File: src/rtl/lsu_if.sv
// Core-side request/response and data-memory bus of the load/store unit.
// The LSU connects through the slave modport; the core/memory side uses master.
interface lsu_if;
   logic        req_valid;
   logic        req_ready;
   logic        req_we;
   logic [2:0]  req_funct3;
   logic [31:0] req_addr;
   logic [31:0] req_wdata;
   logic        resp_valid;
   logic [31:0] resp_rdata;
   logic        resp_err;
   logic [31:0] mem_addr;
   logic [31:0] mem_din;
   logic [3:0]  mem_we;
   logic [31:0] mem_dout;

   modport slave (
      input  req_valid, req_we, req_funct3, req_addr, req_wdata, mem_dout,
      output req_ready, resp_valid, resp_rdata, resp_err, mem_addr, mem_din, mem_we
   );

   modport master (
      output req_valid, req_we, req_funct3, req_addr, req_wdata, mem_dout,
      input  req_ready, resp_valid, resp_rdata, resp_err, mem_addr, mem_din, mem_we
   );
endinterface

File: src/rtl/lsu.sv
// RV32I load/store unit: byte-lane stores, extended loads, one-cycle memory read latency.
// Define LSU_MISALIGN_TRAP_EN to reject misaligned accesses; otherwise they are force-aligned.
module lsu (
   input  logic clk,
   input  logic rst,
   lsu_if.slave bus
);
   localparam logic [1:0] IDLE    = 2'd0;
   localparam logic [1:0] ISSUE   = 2'd1;
   localparam logic [1:0] CAPTURE = 2'd2;
   localparam logic [1:0] RESP    = 2'd3;

   logic [1:0]  state_q, state_d;
   logic        we_q, we_d;
   logic [2:0]  f3_q, f3_d;
   logic [1:0]  off_q, off_d;
   logic [31:0] addr_q, addr_d;
   logic [31:0] din_q, din_d;
   logic [31:0] rdata_q, rdata_d;
   logic        err_q, err_d;

   logic        accept;
   logic        f3_ok;
   logic        misal;
   logic        reject;
   logic [31:0] eff_addr;
   logic [3:0]  lanes;

   function automatic logic [31:0] load_ext(input logic [2:0] f3, input logic [31:0] word,
                                            input logic [1:0] off);
      logic [31:0] sh;
      sh = word >> {off, 3'b000};
      case (f3)
         3'b000:  return {{24{sh[7]}}, sh[7:0]};
         3'b001:  return {{16{sh[15]}}, sh[15:0]};
         3'b100:  return {24'd0, sh[7:0]};
         3'b101:  return {16'd0, sh[15:0]};
         default: return sh;
      endcase
   endfunction

   function automatic logic [31:0] store_rep(input logic [1:0] sz, input logic [31:0] wd);
      case (sz)
         2'b00:   return {4{wd[7:0]}};
         2'b01:   return {2{wd[15:0]}};
         default: return wd;
      endcase
   endfunction

   assign bus.req_ready  = (state_q == IDLE) && !rst;
   assign accept         = bus.req_valid && bus.req_ready;
   assign bus.resp_valid = (state_q == RESP);
   assign bus.resp_rdata = rdata_q;
   assign bus.resp_err   = err_q;
   assign bus.mem_addr   = addr_q;
   assign bus.mem_din    = din_q;

   always_comb begin
      if (bus.req_we)
         f3_ok = !bus.req_funct3[2] && (bus.req_funct3[1:0] != 2'b11);
      else
         f3_ok = (bus.req_funct3 != 3'b011) && (bus.req_funct3[2:1] != 2'b11);
      misal = ((bus.req_funct3[1:0] == 2'b01) && bus.req_addr[0]) ||
              ((bus.req_funct3[1:0] == 2'b10) && (bus.req_addr[1:0] != 2'b00));
      eff_addr = bus.req_addr;
      if (bus.req_funct3[1:0] == 2'b01) eff_addr[0]   = 1'b0;
      if (bus.req_funct3[1:0] == 2'b10) eff_addr[1:0] = 2'b00;
`ifdef LSU_MISALIGN_TRAP_EN
      reject = !f3_ok || misal;
`else
      reject = !f3_ok;
`endif
   end

   always_comb begin
      state_d = state_q;
      we_d    = we_q;
      f3_d    = f3_q;
      off_d   = off_q;
      addr_d  = addr_q;
      din_d   = din_q;
      rdata_d = rdata_q;
      err_d   = err_q;
      case (state_q)
         IDLE: begin
            if (accept) begin
               we_d  = bus.req_we;
               f3_d  = bus.req_funct3;
               off_d = eff_addr[1:0];
               if (reject) begin
                  err_d   = 1'b1;
                  rdata_d = 32'd0;
                  state_d = RESP;
               end else begin
                  addr_d = eff_addr;
                  if (bus.req_we) din_d = store_rep(bus.req_funct3[1:0], bus.req_wdata);
                  state_d = ISSUE;
               end
            end
         end
         ISSUE: begin
            if (we_q) begin
               err_d   = 1'b0;
               rdata_d = 32'd0;
               state_d = RESP;
            end else begin
               state_d = CAPTURE;
            end
         end
         CAPTURE: begin
            // mem_dout carries the word addressed during ISSUE
            rdata_d = load_ext(f3_q, bus.mem_dout, off_q);
            err_d   = 1'b0;
            state_d = RESP;
         end
         default: state_d = IDLE;
      endcase
   end

   always_comb begin
      case (f3_q[1:0])
         2'b00:   lanes = 4'b0001 << off_q;
         2'b01:   lanes = 4'b0011 << off_q;
         default: lanes = 4'b1111;
      endcase
   end

   // Gated by rst so an ISSUE edge that coincides with reset never writes
   assign bus.mem_we = (state_q == ISSUE && we_q && !rst) ? lanes : 4'b0000;

   always_ff @(posedge clk or posedge rst) begin
      if (rst) begin
         state_q <= IDLE;
         we_q    <= 1'b0;
         f3_q    <= 3'd0;
         off_q   <= 2'd0;
         addr_q  <= 32'd0;
         din_q   <= 32'd0;
         rdata_q <= 32'd0;
         err_q   <= 1'b0;
      end else begin
         state_q <= state_d;
         we_q    <= we_d;
         f3_q    <= f3_d;
         off_q   <= off_d;
         addr_q  <= addr_d;
         din_q   <= din_d;
         rdata_q <= rdata_d;
         err_q   <= err_d;
      end
   end
endmodule

File: src/flat_wrapper.sv
// flat-port wrapper written by rule: the top's interface ports become plain ports
module lsu_flat 
  (clk, rst, bus_req_valid, bus_req_we, bus_req_funct3, bus_req_addr, bus_req_wdata, bus_mem_dout, bus_req_ready, bus_resp_valid, bus_resp_rdata, bus_resp_err, bus_mem_addr, bus_mem_din, bus_mem_we);
  lsu_if bus_i ();
  input  logic clk;
  input  logic rst;
  input wire logic [$bits(bus_i.req_valid)-1:0] bus_req_valid;
  input wire logic [$bits(bus_i.req_we)-1:0] bus_req_we;
  input wire logic [$bits(bus_i.req_funct3)-1:0] bus_req_funct3;
  input wire logic [$bits(bus_i.req_addr)-1:0] bus_req_addr;
  input wire logic [$bits(bus_i.req_wdata)-1:0] bus_req_wdata;
  input wire logic [$bits(bus_i.mem_dout)-1:0] bus_mem_dout;
  output wire logic [$bits(bus_i.req_ready)-1:0] bus_req_ready;
  output wire logic [$bits(bus_i.resp_valid)-1:0] bus_resp_valid;
  output wire logic [$bits(bus_i.resp_rdata)-1:0] bus_resp_rdata;
  output wire logic [$bits(bus_i.resp_err)-1:0] bus_resp_err;
  output wire logic [$bits(bus_i.mem_addr)-1:0] bus_mem_addr;
  output wire logic [$bits(bus_i.mem_din)-1:0] bus_mem_din;
  output wire logic [$bits(bus_i.mem_we)-1:0] bus_mem_we;
  assign bus_i.req_valid = bus_req_valid;
  assign bus_i.req_we = bus_req_we;
  assign bus_i.req_funct3 = bus_req_funct3;
  assign bus_i.req_addr = bus_req_addr;
  assign bus_i.req_wdata = bus_req_wdata;
  assign bus_i.mem_dout = bus_mem_dout;
  assign bus_req_ready = bus_i.req_ready;
  assign bus_resp_valid = bus_i.resp_valid;
  assign bus_resp_rdata = bus_i.resp_rdata;
  assign bus_resp_err = bus_i.resp_err;
  assign bus_mem_addr = bus_i.mem_addr;
  assign bus_mem_din = bus_i.mem_din;
  assign bus_mem_we = bus_i.mem_we;
  lsu u_core (.clk(clk), .rst(rst), .bus(bus_i));
endmodule
File: config.mk
export PLATFORM = sky130hd
export DESIGN_NAME = lsu_flat
export DESIGN_NICKNAME = d
export VERILOG_FILES = /design/src/rtl/lsu_if.sv /design/src/rtl/lsu.sv /design/src/flat_wrapper.sv
export SDC_FILE = /design/constraint.sdc
export NUM_CORES = 1
export LEC_CHECK = 0
export ABC_AREA = 0
export CAP_MARGIN = 15
export CORE_UTILIZATION = 47
export DETAILED_ROUTE_END_ITERATION = 16
export PLACE_DENSITY = 0.93
export SETUP_SLACK_MARGIN = 0.1
export SYNTH_ARGS = -nofsm -noshare
export SYNTH_HDL_FRONTEND = slang
export SYNTH_SLANG_ARGS = --single-unit
File: constraint.sdc
create_clock -name clk -period 7 [get_ports clk]
set_input_delay 1.05 -clock clk [delete_from_list [all_inputs] [get_ports clk]]
set_output_delay 1.05 -clock clk [all_outputs]
set_load 0.02 [all_outputs]
### After elaboration in Yosys (flattened, before gate mapping)

Cells that the tools add are included.

* bits in registers: 105
* output and inout bits: 103
* word-level logic and storage cells: 62

* eq/ne operators: 15
* shifts and indexed selects: 3
* mux-type cells: 19
* reduce and logical (&&, ||, !) cells: 17

Operators with widths (number)
* 32-bit one-hot mux with 4 select lines: 1
* 32-bit two-way mux: 3
* 32-bit one-hot mux with 3 select lines: 1
* 32-bit one-hot mux with 2 select lines: 1
* 32-bit by 5-bit >> shifter with 32-bit output: 1
* 4-bit one-hot mux with 2 select lines: 1
* 4-bit AND reduction: 2
* 2-bit by 1-bit == test with 1-bit output, second input constant: 3
* 2-bit == test, second input constant: 3
* 3-bit == test, second input constant: 2
* 1-bit logical AND: 6
* 2-bit logical NOT: 3
* 1-bit two-way mux: 6
* 2-bit two-way mux: 3
* 2-bit != test, second input constant: 3
* 2-bit one-hot mux with 3 select lines: 1
* 4-bit two-way mux: 1
* 2-bit by 1-bit != test with 1-bit output, second input constant: 2
* 1-bit by 2-bit left shift with 4-bit output, first input constant: 1
* 2-bit by 2-bit left shift with 4-bit output, first input constant: 1
* 3-bit by 1-bit == test with 1-bit output, second input constant: 1
* 3-bit logical NOT: 1
* 3-bit by 2-bit != test with 1-bit output, second input constant: 1
* 1-bit one-hot mux with 3 select lines: 1
* 4 further kinds: 5

### Logic depth before layout (Yosys ltp)

* depth after elaboration: 6
* depth in mapped cells: 9

### Least setup slack after synthesis

No wires, ideal clock.

* path type: input-to-output
* from: in rst
* to: out bus_mem_we[0]
* arrival time: 4129 ps
* data required time: 5950 ps
* slack: 1821 ps
* cell stages on the path: 3
* path buffers: 0
* cells stage by stage: inv_1 nand3_1 a21oi_1

* longest elaborated chain between the ends: 3

Ends and longest elaborated chain
* start, declared: RTL line flat_wrapper.sv:6 `input logic rst;`
* 1-bit logical NOT: RTL line lsu.sv:129 `assign bus.mem_we = (state_q == ISSUE && we_q && !rst) ? lanes : 4'b0000;`
* 1-bit logical AND: RTL line lsu.sv:129
* 4-bit two-way mux: RTL line lsu.sv:129
* end, declared: RTL line flat_wrapper.sv:19 `output wire logic [$bits(bus_i.mem_we)-1:0] bus_mem_we;`

No other way between the ends.

### Final worst setup path

* from: in rst
* to: out bus_mem_we[2]

The elaborated chain is that of the path after synthesis.

==> reports/metrics.yaml <==
status:
  outcome: "complete, no violations"
floorplanning:
  die_height_um: 107
  ios: 206
  dieWidth_um: 107
  core_um2: 10800
  dieArea_um2: 11500
  initial_core_util: 0.481
  rows: 38
detailed_routing:
  dr_total_vias: 4526
  drt_iter0_drc: 263
  drc: 0
  routed_via_density: 5.59
  drtAntennaViolNets: 0
  wire_per_inst_um: 18.6
  wl_mm: 15.1
  drt_pass1_iterations: 5
cells_and_area:
  layout_commonest_cell: "clkdlybuf4s50_1"
  drive_gt1_frac: 0.108
  fill_cells: 819
  mostFrequentLayoutCells: "clkdlybuf4s50_1, dfrtp_1, o21ai_0"
  nets: 771
  final_area_um2: 7480
  multi_input_area_um2: 2340
  seq_area_um2: 2630
  layout-area-overhead-vs-synth_pct: 43.5
  n_antenna_cell: 0
yosys:
  synth_edf_count: 0
  syn_nets: 592
  yosysUniqueCellTypes: 44
  synthArstFlopShare: 1.00
  netlist_instances: 485
  avgSynthCellArea_um2: 10.7
  ys.flop_type: "dfrtp_1"
  synth.yosys.seq_area_share: 0.504
  netlist_area_um2: 5210
  ys_seq_elements: 105
  yosys_warnings: 0
clock_tree:
  htree_num_levels: 3
  clock_latency_ps: 360
  postCtsSetupBuffers: 0
  cts_buffers: 9
  clock_path_buffers: 2
  cts_sinks: 105
  cts_root_buf: "clkbuf_8"
  cts_resized: 0
  clk_pin_slew_ps: 90
  cts_tree: "done"
  hold_buffers: 0
grt:
  grt_overflow: 0
  grt.total_usage: 0.265
  grt_pass1_vias: 4551
  grt_first_pass_wirelength_mm: 23.1
  grt_max_degree: 62
  antenna_found_initial: 0
power:
  power.leakage_nw: 3.14
  ir_drop_uv: 231
  pwr_density_cell_nw_per_um2: 422
place:
  post-dp-hpwl_mm: 11.1
  place_congestion: 0.895
  placed_cell_area_um2: 7270
  portBuffers: 205
setup_path:
  r2r_start: "u_core.state_q[0]$_DFFE_PP0P_"
  cpMostUsedCell: "clkdlybuf4s50_1"
  rrSetupSlack_ps: 3970
  crit_arrival_ps: 3190
  r2r_end: "u_core.bus.resp_rdata[11]$_DFFE_PP0P_"
  criticalPathCategory: "input pin to output port"
  cp-end-kind: "output port"
  crit_path_max_fanout: 46
  critPathSlowestCell: "clkdlybuf4s50_1"
  cp_top_family: "buffers and inverters"
  worst_setup_path_start_kind: "input pin"
  r2r_cells: 6
  crit_path_start: "rst"
  critPathRequiredTime_ps: 5950
  path_cells: "clkdlybuf4s50_1, inv_4, nand3_1, a21oi_1, clkdlybuf4s50_1"
  max_stage_delay_ps: 670
  worst-path-buf-inv: 3
timing:
  min_period_ps: 4240
  setup_viol: 0
  slew_headroom: 0.200
  hold_viol_final: 0
  finClkSkew_ps: 10.4
  fin_setup_tns_ps: 0
  fin_crit_sh: 0.605
  rsz0062_at_grt: "no"
  worst_pin_slew_ps: 1200
  clock.fmax_ghz: 0.236
  timing.final.max_slew_violations: 0
worst_hold_path:
  holdPathStages: 2
  hold_start: "u_core.bus.mem_din[9]$_DFFE_PP0P_"
  hold_class: "flip-flop to flip-flop"
  worstHoldEndpoint: "u_core.bus.mem_din[9]$_DFFE_PP0P_"
run:
  maxCapViolCount: 0
-- metal layers --
layer,vias to the layer above,GRT usage,routed length (um)
met2,232,0.457,7440
met5,-,0,0
met1,2176,0.303,5710
met4,0,0.101,409
li1,2084,-,-
met3,34,0.0884,1510
-- kinds of logic after synthesis --
family / synth area share
compound gates: 0.169
flops: 0.504
simple gates: 0.0862
mux: 0.182
buf+inv: 0.0490
fa+ha+maj: 0.00960
-- through the flow --
stage	setup WS (ps)	power (mW)	cells	hold slack, ps	utilization
final	2760	3.15	809	484	0.690
after global routing	2570	3.34	809	509	0.690
after CTS	2710	3.17	809	492	0.690
after detailed placement	2710	2.77	793	470	0.671
after global placement	2780	2.69	793	461	0.671
after floorplan	1820	2.04	485	504	-
-- cell usage after synthesis (2+ instances only) --
library cell,n,area [um^2]
a22oi_1,7,52.6
mux2_2,43,484
a22o_1,8,70.1
mux2i_1,41,410
nand2_1,48,180
nand3b_1,4,30.0
ha_1,4,50.1
nor2b_1,3,18.8
buf_4,3,22.5
buf_6,2,22.5
mux2_4,2,30.0
buf_2,13,65.1
buf_1,3,11.3
clkbuf_1,17,63.8
o2bb2ai_1,16,140
o211ai_1,8,60.1
o21ai_1,2,10.0
nor2_1,11,41.3
inv_1,16,60.1
o21ai_0,75,375
nand3_1,17,85.1
dfrtp_1,105,2630
a21oi_1,16,80.1
-- sequential cells by signal, summed over array words and instances (netlist names) --
signal                 count
u_core.off_q               2
u_core.bus.mem_addr       32
u_core.bus.mem_din        32
u_core.bus.resp_err        1
u_core.bus.resp_rdata     32
u_core.we_q                1
u_core.state_q             2
u_core.f3_q                3
-- tightest hold or removal path: stages, from the launching register on --
cell     delay [ps]
dfrtp_1         350
nand2_1          40
o21ai_0          50
-- cell type report --
class	instances	area share
well taps	140	0.0234
clock buffers	12	0.0207
clock inverters	4	0.00686
flip-flops and latches	105	0.351
repair buffers	207	0.276
multi-input cells	325	0.313
inverters	16	0.00837
-- report_power, final --
part           internal, mW  total, mW  switching (mW)  leakage (nW)
logic                 0.792       1.68           0.890          1.70
registers             0.868       1.08           0.212          1.34
clock network         0.185      0.390           0.204         0.103
total                  1.85       3.15            1.31          3.14
-- worst max path at each step --
stage               slack, ps  cells after the start       endpoint
finish                   2760                      5  bus_mem_we[2]
global route             2570                      5  bus_mem_we[2]
detailed placement       2710                      5  bus_mem_we[2]
CTS                      2710                      5  bus_mem_we[2]
global placement         2780                      5  bus_mem_we[2]
floorplan                1820                      3  bus_mem_we[0]
Note: power is estimated with default switching activity, not from simulation.
